==> config.mk <==
export PLATFORM = sky130hd
export DESIGN_NAME = char_cell_scanner
export DESIGN_NICKNAME = d
export VERILOG_FILES = /design/src/rtl/char_cell_scanner.sv
export SDC_FILE = /design/constraint.sdc
export NUM_CORES = 1
export LEC_CHECK = 0
export CORE_AREA = 2 2 90 100
export CTS_CLUSTER_SIZE = 12
export DETAILED_ROUTE_END_ITERATION = 12
export DIE_AREA = 0 0 92 102
export DONT_BUFFER_PORTS = 1
export MAX_ROUTING_LAYER = met4
export PLACE_DENSITY = 0.71
export RECOVER_POWER = 100
export SYNTH_ARGS = -nofsm -noshare
export SYNTH_HDL_FRONTEND = slang
export SYNTH_SLANG_ARGS = --single-unit
==> constraint.sdc <==
create_clock -name clock -period 4.9 [get_ports clock]
set_input_delay 0.98 -clock clock [delete_from_list [all_inputs] [get_ports clock]]
set_output_delay 0.98 -clock clock [all_outputs]
set_load 0.01 [all_outputs]
==> src/rtl/char_cell_scanner.sv <==
// Character cell scanner: accepts a text-cell index, then streams that cell's framebuffer pixel addresses row-major.
// Optional feature macro CHAR_SCAN_OOB_CHECK_EN: drop out-of-range indices and pulse err_oob instead of scanning cell 0.
module char_cell_scanner #(
    parameter int SCREEN_WIDTH = 640,
    parameter int ORIGIN_X     = 0,
    parameter int ORIGIN_Y     = 240,
    parameter int CHAR_WIDTH   = 20,
    parameter int CHAR_HEIGHT  = 30,
    parameter int COLS         = 32,
    parameter int ROWS         = 8,
    parameter int ADDR_W       = 19
) (
    input  logic                           clock,
    input  logic                           resetn,
    input  logic                           start_valid,
    output logic                           start_ready,
    input  logic [31:0]                    char_index,
    output logic                           pix_valid,
    input  logic                           pix_ready,
    output logic [ADDR_W-1:0]              pix_addr,
    output logic [$clog2(CHAR_WIDTH)-1:0]  pix_gx,
    output logic [$clog2(CHAR_HEIGHT)-1:0] pix_gy,
    output logic                           pix_last,
    output logic                           err_oob
);

    localparam int GX_W = $clog2(CHAR_WIDTH);
    localparam int GY_W = $clog2(CHAR_HEIGHT);

    localparam logic [GX_W-1:0]   GX_LAST = GX_W'(CHAR_WIDTH - 1);
    localparam logic [GY_W-1:0]   GY_LAST = GY_W'(CHAR_HEIGHT - 1);
    localparam logic [31:0]       COLS_U  = 32'(COLS);
    localparam logic [31:0]       CELLS_U = 32'(COLS * ROWS);
    localparam logic [ADDR_W-1:0] SW_A    = ADDR_W'(SCREEN_WIDTH);
    localparam logic [ADDR_W-1:0] OX_A    = ADDR_W'(ORIGIN_X);
    localparam logic [ADDR_W-1:0] OY_A    = ADDR_W'(ORIGIN_Y);
    localparam logic [ADDR_W-1:0] CW_A    = ADDR_W'(CHAR_WIDTH);
    localparam logic [ADDR_W-1:0] CH_A    = ADDR_W'(CHAR_HEIGHT);

    typedef enum logic [1:0] {IDLE, CALC, SCAN} state_t;

    state_t            state_q, state_d;
    logic              alive_q;
    logic [ADDR_W-1:0] row_q, col_q, line_base_q;
    logic [GX_W-1:0]   gx_q;
    logic [GY_W-1:0]   gy_q;

    logic              accept, idx_oob, oob_drop, pix_fire;
    logic [ADDR_W-1:0] row_next, col_next, base_calc;

    // Index decode; out-of-range indices fall back to cell 0 when they are scanned at all.
    always_comb begin
        idx_oob  = (char_index >= CELLS_U);
        row_next = idx_oob ? '0 : ADDR_W'(char_index / COLS_U);
        col_next = idx_oob ? '0 : ADDR_W'(char_index % COLS_U);
`ifdef CHAR_SCAN_OOB_CHECK_EN
        oob_drop = idx_oob;
`else
        oob_drop = 1'b0;
`endif
    end

    assign base_calc = (OY_A + row_q * CH_A) * SW_A + OX_A + col_q * CW_A;

    always_comb begin
        state_d     = state_q;
        start_ready = alive_q && (state_q == IDLE);
        pix_valid   = (state_q == SCAN);
        pix_last    = pix_valid && (gx_q == GX_LAST) && (gy_q == GY_LAST);
        accept      = start_valid && start_ready;
        pix_fire    = pix_valid && pix_ready;
        case (state_q)
            IDLE:    if (accept && !oob_drop) state_d = CALC;
            CALC:    state_d = SCAN;
            SCAN:    if (pix_fire && pix_last) state_d = IDLE;
            default: state_d = IDLE;
        endcase
    end

    always_ff @(posedge clock or negedge resetn) begin
        if (!resetn) begin
            state_q <= IDLE;
            alive_q <= 1'b0;
        end else begin
            state_q <= state_d;
            alive_q <= 1'b1;
        end
    end

    // Datapath registers need no reset: every output they feed is gated by the SCAN state.
    always_ff @(posedge clock) begin
        if (accept) begin
            row_q <= row_next;
            col_q <= col_next;
        end
        case (state_q)
            CALC: begin
                line_base_q <= base_calc;
                gx_q        <= '0;
                gy_q        <= '0;
            end
            SCAN: begin
                if (pix_fire) begin
                    if (gx_q != GX_LAST) begin
                        gx_q <= gx_q + 1'b1;
                    end else begin
                        gx_q        <= '0;
                        gy_q        <= gy_q + 1'b1;
                        line_base_q <= line_base_q + SW_A;
                    end
                end
            end
            default: ;
        endcase
    end

    assign pix_addr = pix_valid ? (line_base_q + ADDR_W'(gx_q)) : '0;
    assign pix_gx   = pix_valid ? gx_q : '0;
    assign pix_gy   = pix_valid ? gy_q : '0;

`ifdef CHAR_SCAN_OOB_CHECK_EN
    logic err_q;

    always_ff @(posedge clock or negedge resetn) begin
        if (!resetn) err_q <= 1'b0;
        else         err_q <= accept && idx_oob;
    end

    assign err_oob = err_q;
`else
    assign err_oob = 1'b0;
`endif

endmodule
==> After elaboration in Yosys (flattened, before gate mapping) <==
Cells that the tools add are included.
{ "word_totals": {"ff_bits": 70, "latchBits": 0, "ramBits": 0, "mem_bits_ro": 0, "input_bits": 36, "output_inout_bits": 33, "memories": 0} }
{ "op_classes": {"add_sub_neg": 6, "n_mul": 3, "div": 0, "n_lt_le_gt_ge": 1, "n_eq_ne": 9, "n_shift": 0, "n_mux": 15, "bitwise_logic": 0, "reduce_logical": 11} }
{ "op_table": {"columns": ["cell", "count"], "rows": [
  ["$mux W19", 3],
  ["$pmux W19 S2", 1],
  ["$ge A32 B9 Y1 const B", 1],
  ["$mux W5", 6],
  ["$pmux W5 S2", 2],
  ["$add A19 B10 Y19 const B", 1],
  ["$add A19 B19 Y19", 1],
  ["$add A19 B5 Y19", 1],
  ["$add A8 B19 Y19 const A", 1],
  ["$mul A19 B3 Y12 const B", 1],
  ["$mul A19 B3 Y17 const B", 1],
  ["$mul A19 B4 Y18 const B", 1],
  ["$add A5 B1 Y5 const B", 2],
  ["$eq A5 B5 Y1 const B", 2],
  ["$logic_and A1 B1 Y1", 6],
  ["$pmux W2 S3", 1],
  ["$ne A5 B5 Y1 const B", 1],
  ["$mux W2", 2],
  ["$ne A2 B1 Y1 const B", 2],
  ["$ne A2 B2 Y1 const B", 2],
  ["$reduce_and A2 Y1", 2],
  ["$reduce_and A3 Y1", 1],
  ["$eq A2 B1 Y1 const B", 1],
  ["$eq A2 B2 Y1 const B", 1],
  ["other kinds (2)", 2]
]} }

==> Logic depth before layout (Yosys ltp) <==
{ "logic_depth": {"word_depth": 6, "ltp_mapped": 21, "ltp_nobuf": 21} }

==> Worst setup path after synthesis <==
Ideal clock, no wire load.
{ "synth_path": {"kind": "flip-flop to flip-flop", "start": "register row_q[0]", "end": "register line_base_q[18] (data pin)", "setup_time_ns": 0.261, "arrival_time_ns": 4.742, "slack_ns": -0.103, "path_stages_with_launch": 18, "period_less_slack_ns": 5.003, "cell_sequence": "edfxtp_1 -> fa_1 -> fa_1 -> ha_1 -> a211oi_2 -> nor2_1 -> xor2_1 -> xor2_1 -> ha_1 -> ha_1 -> nor2b_1 -> o31a_1 -> or4b_1 -> o311ai_1 -> nand3_1 -> xor2_1 -> xnor3_1 -> mux2i_1"} }
{ "synth_via": {"elab_chain_cells": 5} }
{ "synth_lines": {"columns": ["element", "line_no", "source"], "rows": [
  ["from (decl)", "44", "logic [ADDR_W-1:0] row_q, col_q, line_base_q;"],
  ["from (signal assigned)", "93", "row_q <= row_next;"],
  ["$mul A19 B4 Y18", "63", "assign base_calc = (OY_A + row_q * CH_A) * SW_A + OX_A + col_q * CW_A;"],
  ["$add A8 B19 Y19", "63", null],
  ["$mul A19 B3 Y12", "63", null],
  ["$add A19 B19 Y19", "63", null],
  ["$pmux W19 S2", "96", "case (state_q)"],
  ["to (signal assigned)", "98", "line_base_q <= base_calc;"],
  ["to (signal assigned)", "109", "line_base_q <= line_base_q + SW_A;"],
  ["to (decl)", "44", null]
]} }
No other way between the ends.
A chain may end at the register's enable or synchronous reset.

==> Worst setup path in the final report <==
{ "layout_path": {"start": "register row_q[1]", "end": "register line_base_q[18] (data pin)"} }
Same word-level chain as after synthesis.

==> summary.md <==
| Metric | Value |
|---|---|
| Drt pass-1 iters | `4` |
| Root Buffer | `clkbuf_8` |
| Overall Global Routing Usage | `0.1677` |
| Worst clock skew | `0.008080 ns` |
| Synth warn | `0` |
| Final setup vio count | `2` |
| Worst skew pair latency | `0.31 ns` |
| CP Cell Sequence | `fa_1 > fa_1 > inv_2 > fa_2 > nor2b_2 > o21ai_1 > nand2b_1 > xor2_2 > xor2_1 > ha_1 > ha_4 > o21a_1 > o31a_1 > or4b_4 > o311ai_4 > nand3_1 > xor2_1 > xnor3_1 > mux2i_1` |
| Commonest non-fill, non-tap cell in the layout | `buf_4` |
| Final HPWL DP | `5.929 mm` |
| Via count | `2,964` |
| Final layout net count | `571` |
| Post-synth ARST share | `0.06522` |
| Starting Density | `0.5111` |
| Max Freq | `0.1986 GHz` |
| Final hold vios | `0` |
| WL final | `7.536 mm` |
| Largest net degree at the start of global routing | `37` |
| Area grow syn2layout | `16.86%` |
| Synth Flop Type | `edfxtp_1` |
| Final ANT Viol Nets | `0` |
| Slowest stage cell, crit path | `fa_1` |
| Clk buf depth | `2` |
| Sequential area share after synthesis | `0.3213` |
| Status | `finished, violations left` |
| Post-Place Setup Slack | `-0.2383 ns` |
| Filler cells | `709` |
| Max-slew headroom | `0.2152` |
| Critical-path maximum fanout | `3` |
| Core Area | `8320 um^2` |
| Final worst slack | `-0.1352 ns` |
| RSZ-0062 raised after global routing | `true` |
| Grt total ovfl | `0` |
| Worst setup EP type | `flop` |
| Hold Crit Class | `primary input to async pin` |
| Antenna violations before repair | `0` |
| Iter 0 DRT Violations | `116` |
| EDFF count, synth | `43` |
| Port bufs | `0` |
| TritonCTS Buffers | `5` |
| ANT cells | `0` |
| Failing checks | `negative setup slack` |
| Crit path kind | `flop to flop` |
| Critical Path RT | `4.95 ns` |
| DR DRC count | `0` |
| WL/cell | `12.93 um` |
| Gate Count Post-Synth | `421` |
| Max Cap Viol | `0` |
| Avg Inst Size Synth | `10.10 um^2` |
| # IOs | `69` |
| Startpoint types | `flop` |
| Commonest cells after routing, fill and taps aside | `44 x buf_4, 43 x edfxtp_1, 37 x ha_1, 34 x xnor2_1, 31 x inv_1` |
| CTS clk-pin slew, worst paths | `0.09 ns` |
| CP peak stage delay | `0.59 ns` |
| Sink Count | `46` |
| H-tree levels | `2` |
| Synth cell types | `47` |
| Vias in the first global route | `2,934` |
| Arrival @ worst endpoint | `5.09 ns` |
| Hold_buf cts | `0` |
| Layout cell share with drive strength beyond 1 | `0.1801` |
| Die X | `92 um` |
| Synthesized cell area | `4253 um^2` |
| DIE AREA | `9384 um^2` |
| First-pass GRT wire length | `12.34 mm` |
| Final min period | `5.035 ns` |
| WP buf/inv | `1` |
| Synth Register Bits | `46` |
| Post-DR vias/cell | `5.084` |
| CP top delay family | `adder cells` |
| Fin. max-slew vios | `0` |
| CTS tree | `yes` |
| Final period util | `1.028` |
| Placer Congestion | `0.8063` |
| Row count | `35` |
| Measured slew at the worst slew-check pin | `1.177 ns` |
| Die Span Y | `102 um` |
-- state kept, by name (all words and copies together), names as in the netlist --
register     flops
line_base_q     17
row_q           11
col_q            5
gx_q             5
gy_q             5
state_q          2
alive_q          1
-- final cells by class --
type	count	area (um^2)	share of cell area
inverters	34	127.6	0.02568
flip-flops and latches	46	1366	0.2749
multi-input cells	338	2905	0.5846
clock inverters	2	13.76	0.002769
repair buffers	46	345.3	0.06949
well taps	111	138.9	0.02795
clock buffers	6	72.57	0.01460
-- layer usage --
metal,vias to the layer above,GRT usage,routed length [um]
met1,1377,0.2121,3522
met4,0,0.04478,69
met2,57,0.2856,3725
met5,-,-,0
li1,1525,-,-
met3,5,0.02434,217
-- final timing paths --
kind | start | to | slack, ns | cells after the start
max in group asynchronous | resetn | state_q[1]$_DFFE_PN0P_ | 4.47 | 0
min in group clock | col_q[0]$_SDFFCE_PP0P_ | line_base_q[2]$_DFFE_PP_ | 0.60 | 1
worst max register to register | row_q[1]$_SDFFCE_PP0P_ | line_base_q[18]$_DFFE_PP_ | -0.14 | 19
worst min register to register | col_q[0]$_SDFFCE_PP0P_ | line_base_q[2]$_DFFE_PP_ | 0.60 | 1
worst min-delay path | resetn | alive_q$_DFF_PN0_ | 0.36 | 0
worst max-delay path | row_q[1]$_SDFFCE_PP0P_ | line_base_q[18]$_DFFE_PP_ | -0.14 | 19
-- cells by family (layout without fill, tap and decap cells) --
logic type	after synthesis	after routing	share of synthesized area
AOI/OAI and AO/OA	54	54	0.08179
other	2	10	0.001766
DFF	46	46	0.3213
adders and majority gates	64	64	0.2218
xor gates and xnor gates	59	59	0.1265
buffers and inverters	45	88	0.04707
and+or+nand+nor	144	144	0.1827
muxes	7	7	0.01706
-- what timing repair did --
item                       CTS  global route
gates resized for setup     11            10
setup buffers                4             5
pin swaps                   15             8
setup endpoints to repair    2             3
-- cell usage after synthesis, drive strengths merged, types with 15 or more instances --
| cell type | instances | area [um^2] |
|---|---|---|
| ha | 45 | 563.0 |
| xnor2 | 36 | 315.3 |
| a21oi | 16 | 80.08 |
| and2 | 36 | 225.2 |
| edfxtp | 43 | 1291 |
| nor2b | 15 | 93.84 |
| nand2 | 27 | 101.4 |
| o21ai | 19 | 95.09 |
| fa | 19 | 380.4 |
| nor2 | 25 | 93.84 |
| inv | 34 | 127.6 |
| xor2 | 22 | 200.2 |
-- through the flow --
| stage | util | area (um^2) | std cells | hold slack (ns) | setup TNS [ns] |
|---|---|---|---|---|---|
| after floorplan | - | 4334 | 429 | 0.5410 | 0 |
| after global placement | 0.5626 | 4681 | 566 | 0.5763 | -0.06830 |
| after detailed placement | 0.5626 | 4681 | 566 | 0.5806 | -0.2883 |
| after CTS | 0.5869 | 4883 | 578 | 0.3555 | -0.05525 |
| after global routing | 0.5973 | 4970 | 583 | 0.3463 | -0.5729 |
| final | 0.5973 | 4970 | 583 | 0.3614 | -0.1615 |
Power is not shown: default switching activity piles up to over one toggle a cycle in this logic, so the estimate is an artifact.
